File: config.mk
export PLATFORM = sky130hd
export DESIGN_NAME = instr_fetch_unit_flat
export DESIGN_NICKNAME = d
export VERILOG_FILES = /design/src/rtl/instr_fetch_unit_if.sv /design/src/rtl/instr_fetch_unit.sv /design/src/flat_wrapper.sv
export SDC_FILE = /design/constraint.sdc
export NUM_CORES = 1
export LEC_CHECK = 0
export ABC_CLOCK_PERIOD_IN_PS = 5890
export CAP_MARGIN = 20
export CORE_AREA = 3 3 107 109
export DETAILED_ROUTE_END_ITERATION = 8
export DIE_AREA = 0 0 110 112
export PLACE_DENSITY = 0.93
export SYNTH_ARGS = -nofsm -noshare
export SYNTH_HDL_FRONTEND = slang
export SYNTH_SLANG_ARGS = --single-unit
File: constraint.sdc
create_clock -name clk -period 5.89 [get_ports clk]
set_clock_uncertainty 0.2 [all_clocks]
set_input_delay 1.178 -clock clk [delete_from_list [all_inputs] [get_ports clk]]
set_output_delay 1.178 -clock clk [all_outputs]
set_load 0.03 [all_outputs]
File: src/rtl/instr_fetch_unit_if.sv
// Instruction-memory port for the fetch stage: one request channel and one response channel.
interface instr_fetch_unit_if;
  logic        imem_req_valid;
  logic        imem_req_ready;
  logic [31:0] imem_addr;
  logic        imem_rsp_valid;
  logic [31:0] imem_rsp_data;

  modport master (
    output imem_req_valid,
    output imem_addr,
    input  imem_req_ready,
    input  imem_rsp_valid,
    input  imem_rsp_data
  );

  modport slave (
    input  imem_req_valid,
    input  imem_addr,
    output imem_req_ready,
    output imem_rsp_valid,
    output imem_rsp_data
  );
endinterface

File: src/rtl/instr_fetch_unit.sv
// RV32 fetch stage: owns the fetch PC, keeps at most one imem request outstanding,
// and holds the returned word in an instruction register until it is consumed.
module instr_fetch_unit #(
  parameter logic [31:0] RESET_PC  = 32'h0000_0000,
  parameter logic [31:0] NOP_INSTR = 32'h0000_0013
) (
  input  logic                      clk,
  input  logic                      rst_n,
  instr_fetch_unit_if.master        imem,
  input  logic                      redirect_valid,
  input  logic [31:0]               redirect_pc,
  input  logic                      stall,
  output logic                      instr_valid,
  output logic [31:0]               instr,
  output logic [6:0]                opcode,
  output logic [31:0]               pc,
  output logic [31:0]               pc_plus4,
  output logic                      misaligned_fault
);

  typedef enum logic [2:0] {IDLE, REQ, WAIT, HOLD, DRAIN, FAULT} state_t;

  state_t      state, state_n;
  logic [31:0] fetch_pc, fetch_pc_n;
  logic [31:0] pc_n, instr_n;
  logic        instr_valid_n, fault_n;
  logic        drain_fault, drain_fault_n;
  logic        redir_misaligned, rsp_pending;

  assign imem.imem_req_valid = (state == REQ);
  assign imem.imem_addr      = fetch_pc;
  assign opcode              = instr[6:0];
  assign pc_plus4            = pc + 32'd4;

  always_ff @(posedge clk or negedge rst_n) begin
    if (!rst_n) begin
      state            <= IDLE;
      fetch_pc         <= RESET_PC;
      pc               <= RESET_PC;
      instr            <= NOP_INSTR;
      instr_valid      <= 1'b0;
      misaligned_fault <= 1'b0;
      drain_fault      <= 1'b0;
    end else begin
      state            <= state_n;
      fetch_pc         <= fetch_pc_n;
      pc               <= pc_n;
      instr            <= instr_n;
      instr_valid      <= instr_valid_n;
      misaligned_fault <= fault_n;
      drain_fault      <= drain_fault_n;
    end
  end

  // A redirect that leaves a response in flight must drain it first; drain_fault
  // remembers whether the drain should end in FAULT rather than a new request.
  always_comb begin
    state_n          = state;
    fetch_pc_n       = fetch_pc;
    pc_n             = pc;
    instr_n          = instr;
    instr_valid_n    = instr_valid;
    fault_n          = misaligned_fault;
    drain_fault_n    = drain_fault;
    redir_misaligned = (redirect_pc[1:0] != 2'b00);
    rsp_pending      = ((state == REQ) && imem.imem_req_ready) ||
                       (((state == WAIT) || (state == DRAIN)) && !imem.imem_rsp_valid);

    if (state == IDLE) begin
      state_n = REQ;
    end else if (redirect_valid) begin
      fetch_pc_n    = redirect_pc;
      instr_valid_n = 1'b0;
      instr_n       = NOP_INSTR;
      if (rsp_pending) begin
        state_n       = DRAIN;
        drain_fault_n = redir_misaligned;
        fault_n       = 1'b0;
      end else if (redir_misaligned) begin
        state_n = FAULT;
        fault_n = 1'b1;
      end else begin
        state_n = REQ;
        fault_n = 1'b0;
      end
    end else begin
      case (state)
        REQ: begin
          if (imem.imem_req_ready) begin
            pc_n    = fetch_pc;
            state_n = WAIT;
          end
        end
        WAIT: begin
          if (imem.imem_rsp_valid) begin
            instr_n       = imem.imem_rsp_data;
            instr_valid_n = 1'b1;
            state_n       = HOLD;
          end
        end
        HOLD: begin
          if (!stall) begin
            instr_valid_n = 1'b0;
            instr_n       = NOP_INSTR;
            fetch_pc_n    = pc_plus4;
            state_n       = REQ;
          end
        end
        DRAIN: begin
          if (imem.imem_rsp_valid) begin
            drain_fault_n = 1'b0;
            if (drain_fault) begin
              state_n = FAULT;
              fault_n = 1'b1;
            end else begin
              state_n = REQ;
            end
          end
        end
        FAULT: begin
          state_n = FAULT;
        end
        default: begin
          state_n = IDLE;
        end
      endcase
    end
  end

endmodule

File: src/flat_wrapper.sv
// flat-port wrapper written by rule: the top's interface ports become plain ports
module instr_fetch_unit_flat 
#(
  parameter logic [31:0] RESET_PC  = 32'h0000_0000,
  parameter logic [31:0] NOP_INSTR = 32'h0000_0013
)
  (clk, rst_n, redirect_valid, redirect_pc, stall, instr_valid, instr, opcode, pc, pc_plus4, misaligned_fault, imem_imem_req_valid, imem_imem_addr, imem_imem_req_ready, imem_imem_rsp_valid, imem_imem_rsp_data);
  instr_fetch_unit_if imem_i ();
  input  logic clk;
  input  logic rst_n;
  input  logic redirect_valid;
  input  logic [31:0] redirect_pc;
  input  logic stall;
  output logic instr_valid;
  output logic [31:0] instr;
  output logic [6:0] opcode;
  output logic [31:0] pc;
  output logic [31:0] pc_plus4;
  output logic misaligned_fault;
  output wire logic [$bits(imem_i.imem_req_valid)-1:0] imem_imem_req_valid;
  output wire logic [$bits(imem_i.imem_addr)-1:0] imem_imem_addr;
  input wire logic [$bits(imem_i.imem_req_ready)-1:0] imem_imem_req_ready;
  input wire logic [$bits(imem_i.imem_rsp_valid)-1:0] imem_imem_rsp_valid;
  input wire logic [$bits(imem_i.imem_rsp_data)-1:0] imem_imem_rsp_data;
  assign imem_imem_req_valid = imem_i.imem_req_valid;
  assign imem_imem_addr = imem_i.imem_addr;
  assign imem_i.imem_req_ready = imem_imem_req_ready;
  assign imem_i.imem_rsp_valid = imem_imem_rsp_valid;
  assign imem_i.imem_rsp_data = imem_imem_rsp_data;
  instr_fetch_unit #(.RESET_PC(RESET_PC), .NOP_INSTR(NOP_INSTR)) u_core (.clk(clk), .rst_n(rst_n), .imem(imem_i), .redirect_valid(redirect_valid), .redirect_pc(redirect_pc), .stall(stall), .instr_valid(instr_valid), .instr(instr), .opcode(opcode), .pc(pc), .pc_plus4(pc_plus4), .misaligned_fault(misaligned_fault));
endmodule
## Word level (Yosys, flattened, before mapping)

Index checks and enable logic that the tools add are counted.

- Input port bits: 70
- Bits in registers: 102
- Word-level logic and storage cells: 72

- Multiplexer cells: 31
- $add $sub $neg: 1
- Reductions and logical operators: 18
- Bitwise logic cells: 2
- Equality and inequality tests: 13

Operator list:

| kind | number |
|---|---|
| 32-bit two-way mux | 6 |
| 32-bit one-hot mux with 2 select lines | 1 |
| 32-bit by 3-bit adder with 32-bit output, second input constant | 1 |
| 3-bit two-way mux | 9 |
| 4-bit AND reduction | 5 |
| 3-bit one-hot mux with 5 select lines | 1 |
| 1-bit two-way mux | 13 |
| 2-bit nonzero test | 5 |
| 4-bit != test, second input constant | 2 |
| 3-bit by 2-bit equality test with 1-bit output, second input constant | 2 |
| 3-bit equality test, second input constant | 2 |
| 3-bit != test, second input constant | 2 |
| 4-bit by 2-bit != test with 1-bit output, second input constant | 1 |
| 4-bit by 3-bit != test with 1-bit output, second input constant | 1 |
| 3-bit by 1-bit equality test with 1-bit output, second input constant | 1 |
| 3-bit logical NOT | 1 |
| 3-bit AND reduction | 1 |
| 3-bit nonzero test | 1 |
| 1-bit logical AND | 2 |
| 1-bit logical OR | 2 |
| 2-bit by 1-bit != test with 1-bit output, second input constant | 1 |
| 2-bit != test, second input constant | 1 |
| 1-bit NOT | 2 |
| 1-bit one-hot mux with 2 select lines | 1 |
| 1-bit logical NOT | 1 |

## Logic depth before layout (Yosys ltp)

Gate-level depths: netlist of run 1.

- Word-level depth: 7
- Gate-level depth with buffers: 7
- Gate-level depth less buffers: 6

## Least setup slack after synthesis of run 1

OpenSTA, ideal clock, no wires.

- Path kind: register to output
- Start: register u_core.pc[2]
- End: output pc_plus4[30]
- Slack: 2457 ps
- Buffers on the path: 0
- Arrival time: 2055 ps
- Stages on the path, launching flop included: 6
- Data required time: 4512 ps
- Cell sequence: dfrtp_1 > ha_1 > nand2_1 > nor4_1 > nand2_1 > xnor2_1

- Word-level cells in the longest chain between the ends: 1

Ends and longest elaborated chain:

| item | RTL line | text |
|---|---|---|
| start: declaration | instr_fetch_unit.sv:16 | `output logic [31:0] pc,` |
| start signal: assignment | instr_fetch_unit.sv:47 | `pc <= pc_n;` |
| 32-bit by 3-bit adder with 32-bit output | instr_fetch_unit.sv:33 | `assign pc_plus4 = pc + 32'd4;` |
| end: declaration | flat_wrapper.sv:18 | `output logic [31:0] pc_plus4;` |

No other way between the ends.

## Worst setup path in the final report of run 1

- Start: register u_core.pc[2]
- End: output pc_plus4[22]

The elaborated chain is that of the path after synthesis.

==> run summary, run 1 <==
die width: 110 µm
clk slew on worst S/H paths: 0.10 ns
Final setup viols: 0
CTS H-tree depth: 3
Starting Density: 0.466
final slew viol count: 0
drt initial violations: 312
first-pass GRT wire length: 24800 µm
Crit Path Max Fanout: 9
Routed WL: 15900 µm
Max VDD drop: 0.438 mV
antenna cell count: 0
Worst R2R Start: u_core.state[1]
die area: 0.0123 mm²
CP Capture Point: pc_plus4[22]
post-synth cell types: 51
number of global-route vias before repair: 4683
Max-cap violations: 0
final hold vios: 0
Final Instance Area: 0.00732 mm²
cell taking the most area after synthesis: dfrtp_1
Net count, final: 734
clock sinks: 102
Vias/cell: 5.67
PostCTS Resize Cnt: 0
clock latency on the worst-skew pair: 0.36 ns
metal3 WL: 986 µm
DP Area: 0.00714 mm²
Syn Nets: 545
antenna violations before repair: 0
commonest non-fill, non-tap cell in the layout: clkdlybuf4s50_1
kind of critical path: flop to output pin
achievable frequency: 0.222 GHz
port bufs: 207
Area Growth Syn to Fin: 47.0%
Post-CTS Hold Buffers: 0
worst-case clock buffer depth: 2
GRT Util Overall: 0.256
post-CTS setup buffers: 0
share of layout cells above drive strength 1: 0.102
largest net degree at the start of global routing: 55
DIE HEIGHT: 112 µm
CP endpoint kind: output pin
drt pass-1 iters: 5
commonest cells after routing, fill and taps aside: clkdlybuf4s50_1, dfrtp_1, nor2_1
status: complete, no violations
drt wl/cell: 19.7 µm
io pins: 208
setup slack, reg-to-reg: 3.14 ns
Post-synth EDFFs: 0
reg-to-reg endpoint: u_core.imem.imem_addr[11]
cell leakage power: 3.04 nW
met1 wire length: 6410 µm
ys async rst share: 1.00
num rows: 38
met2 wire len: 8200 µm
TritonCTS clock tree: yes
crit path from: u_core.pc[2]
Tcrit/Tclk final: 0.764
detailed placement HPWL: 11700 µm
cells after synthesis: 474
critical path required time: 4.51 ns
Ys Warns: 0
via count: 4573
syn_area_per_cell: 10.5 µm²
Core Footprint: 0.0107 mm²
#FFs+latches synth: 102
top post-synthesis cells by area: dfrtp_1, mux2_2, a22o_1, nor2_1, xnor2_1
post-synthesis sequential area ratio: 0.513
pre-CTS setup slack: 1.84 ns
setup TNS: 0 ns
Worst EP arrival: 3.12 ns
gr ovfl total: 0
Min-Delay Path Class: flop to flop
RSZ-0062 raised after global routing: false
ANT nets after route: 0
setup slack after layout: 1.39 ns
Reg2Reg Depth: 5
Synth Cell Area: 0.00498 mm²
GP Congestion: 0.901
clock root cell: clkbuf_8
Worst-Margin Slew: 1.11 ns
Highest Signal Layer: met4
TritonCTS buffer count: 9
Rel. slew slack: 0.258
Synth top area share: 0.497
Power Dens Cells: 511 mW/mm²
Worst setup SP type: flop
minimum clock period: 4.50 ns
drc violations: 0
Main synth FF type: dfrtp_1
==> cells in the mapped netlist, drive strengths merged, types with 3 or more instances <==
cell type  number
nor2b           4
nor4            9
nand2          35
mux2           32
xor2            8
nand4          12
o21ai          25
and3           10
o2bb2ai         8
dfstp           3
clkbuf         21
dfrtp          99
xnor2          17
nor3            9
buf            14
mux2i           8
a22o           30
nor3b           3
inv             7
nor2           40
nand3          20
a21oi          24
or3             4
==> per-layer routing <==
metal,global-route usage,up-vias
li1,-,2086
met1,0.322,2289
met2,0.436,172
met3,0.0551,26
met4,0.0823,0
met5,0,-
==> where the power goes <==
part / internal, mW / switching [mW]
sequential: 0.915 / 0.321
combinational: 0.882 / 1.19
clock: 0.207 / 0.229
==> layout make-up <==
| cell class | instances | area (µm²) |
|---|---|---|
| timing repair buffer | 213 | 2130 |
| clock inverter | 1 | 30.0 |
| inverter | 7 | 26.3 |
| clock buffer | 14 | 153 |
| multi-input combinational | 330 | 2250 |
| fill | 816 | 3370 |
| tap | 140 | 175 |
| sequential | 102 | 2560 |
==> sequential cells by signal, indices dropped and copies added (netlist names) <==
name,cells
u_core.instr,32
u_core.drain_fault,1
u_core.misaligned_fault,1
u_core.imem.imem_addr,32
u_core.pc,32
u_core.instr_valid,1
u_core.state,3
==> cell families (layout without fill, tap and decap cells) <==
kind of cell / count (synthesis) / in the layout / share of synthesized area
AOI/OAI and AO/OA: 108 / 108 / 0.151
and+or+nand+nor: 156 / 156 / 0.162
buffers and inverters: 42 / 235 / 0.0392
adders and majority gates: 1 / 1 / 0.00251
DFF: 102 / 102 / 0.513
muxes: 40 / 40 / 0.0884
xor gates and xnor gates: 25 / 25 / 0.0439
==> stage by stage <==
| step | instances | total power [mW] | utilization | hold slack (ns) |
|---|---|---|---|---|
| 2_1_floorplan | 474 | 2.37 | - | 0.305 |
| 3_3_place_gp | 791 | 3.23 | 0.665 | 0.261 |
| 3_5_place_dp | 792 | 3.31 | 0.668 | 0.272 |
| 4_1_cts | 807 | 3.75 | 0.685 | 0.285 |
| 5_1_grt | 807 | 3.92 | 0.685 | 0.297 |
| 6_report | 807 | 3.74 | 0.685 | 0.283 |
==> worst min-delay path by stage <==
stage,from,to,slack (ns),depth (start not counted)
2_1_floorplan,u_core.drain_fault,u_core.drain_fault,0.31,2
3_3_place_gp,u_core.instr_valid,u_core.instr_valid,0.26,2
3_5_place_dp,u_core.instr[4],u_core.instr[4],0.27,2
4_1_cts,u_core.instr[4],u_core.instr[4],0.29,2
5_1_grt,u_core.instr[4],u_core.instr[4],0.30,2
6_report,u_core.instr[4],u_core.instr[4],0.28,2
==> critical path, stage by stage (launching register included) <==
cell	delay [ns]
dfrtp_1	0.50
ha_1	0.33
nand2_1	0.17
nor4_1	0.56
a21boi_0	0.24
or2_2	0.35
clkdlybuf4s50_1	0.60
Power figures use the tool's default switching activity.
==> run 2, diff against run 1 <==
ABC_CLOCK_PERIOD_IN_PS = 4600   (was 5890)
CORE_AREA = 3 3 112 114   (was 3 3 107 109)
DIE_AREA = 0 0 115 117   (was 0 0 110 112)
PLACE_DENSITY = 0.86   (was 0.93)
clock period = 4.6 ns   (was 5.89 ns; I/O delays follow)
==> run 2 against run 1 <==
Effect of this change:
- die area is 9.2% higher
- cell area grew 1.7%
- clock-buffer cell count shrank 4
- utilization decreased by 3.8 points
- first-iteration DRC count increased by 9.0%
- via count down 0.52%
==> run summary, run 2 (synthesis gave the netlist of run 1 again) <==
Worst-Margin Slew: 1.04 ns
RSZ-0062 raised after global routing: false
final hold vios: 0
kind of critical path: flop to output pin
Max-cap violations: 0
Rel. slew slack: 0.304
clk slew on worst S/H paths: 0.07 ns
drt pass-1 iters: 5
clock sinks: 102
drt initial violations: 340
CP endpoint kind: output pin
port bufs: 207
TritonCTS buffer count: 9
Routed WL: 15700 µm
Starting Density: 0.433
Net count, final: 736
largest net degree at the start of global routing: 82
P_int: 2.72 mW
critical path required time: 3.48 ns
combinational power share: 0.531
TritonCTS clock tree: yes
minimum clock period: 4.15 ns
Tcrit/Tclk final: 0.902
io pins: 208
drt wl/cell: 19.4 µm
commonest non-fill, non-tap cell in the layout: clkdlybuf4s50_1
Max VDD drop: 0.534 mV
Switching Fraction: 0.454
gr ovfl total: 0
Min-Delay Path Class: primary input to asynchronous set/reset pin
clock root cell: clkbuf_16
status: complete, no violations
CTS H-tree depth: 3
DIE HEIGHT: 117 µm
Clock Power Share: 0.151
cell leakage power: 3.10 nW
setup TNS: 0 ns
Sequential Power Share: 0.318
Area Growth Syn to Fin: 49.5%
Final Instance Area: 0.00745 mm²
Worst setup SP type: flop
worst-case clock buffer depth: 2
via count: 4549
share of layout cells above drive strength 1: 0.109
num rows: 39
detailed placement HPWL: 11700 µm
sw power: 2.26 mW
GP Congestion: 0.878
Post-CTS Hold Buffers: 0
final slew viol count: 0
die width: 115 µm
post-CTS setup buffers: 0
Power Dens Cells: 668 mW/mm²
clock latency on the worst-skew pair: 0.33 ns
Vias/cell: 5.60
Final setup viols: 0
ANT nets after route: 0
first-pass GRT wire length: 24300 µm
commonest cells after routing, fill and taps aside: clkdlybuf4s50_1, dfrtp_1, nor2_1
antenna violations before repair: 0
Final Util: 0.647
power after layout: 4.98 mW
drc violations: 0
achievable frequency: 0.241 GHz
Crit Path Max Fanout: 9
GRT Util Overall: 0.228
Core Footprint: 0.0115 mm²
antenna cell count: 0
DP Area: 0.00713 mm²
final hold slack: 0.200 ns
Worst EP arrival: 3.03 ns
die area: 0.0135 mm²
PostCTS Resize Cnt: 0
number of global-route vias before repair: 4697
==> run 2: routing by layer <==
metal  wire [µm]  GRT usage  vias to the layer above
met5           0          0                        -
met3         911     0.0437                       23
met1        6490      0.295                     2242
met4         278     0.0579                        0
met2        8070      0.395                      185
li1            -          -                     2099
==> run 2: path summary, 6_finish.rpt <==
path	from	endpoint	slack (ns)	cells after the start
max in group asynchronous	rst_n	u_core.misaligned_fault	3.09	3
min reg2reg	u_core.instr[1]	u_core.instr[1]	0.28	2
min in group clk	u_core.instr[1]	u_core.instr[1]	0.28	2
max reg2reg	u_core.state[1]	u_core.imem.imem_addr[30]	1.70	4
min	rst_n	u_core.instr[9]	0.20	1
max	u_core.pc[2]	pc_plus4[30]	0.45	6
==> run 2: worst max-delay path: stages, from the launching register on <==
cell and delay, ns:
dfrtp_1 0.49, ha_1 0.29, nand2_1 0.17, nor4_1 0.54, nand2_1 0.18, xnor2_1 0.30
clkdlybuf4s50_1 0.73
==> run 2: power groups by stage <==
stage / Combinational, mW / Clock [mW] / Sequential [mW]
6_report: 2.64 / 0.754 / 1.58
3_3_place_gp: 2.60 / 0 / 1.56
3_5_place_dp: 2.63 / 0 / 1.59
4_1_cts: 2.65 / 0.770 / 1.57
2_1_floorplan: 1.04 / 0 / 2.00
5_1_grt: 2.78 / 0.804 / 1.63
==> run 2: cell type report <==
type                       instances  area [µm²]
fill                             933        4070
sequential                       102        2560
multi-input combinational        330        2250
timing repair buffer             215        2140
clock buffer                      10         229
tap                              143         179
clock inverter                     5        60.1
inverter                           7        26.3
==> run 2: per-stage QoR <==
step	cells	setup slack, ns
after floorplan	474	1.42
after global placement	796	0.961
after detailed placement	796	0.814
after CTS	811	0.445
after global routing	812	0.163
final	812	0.452
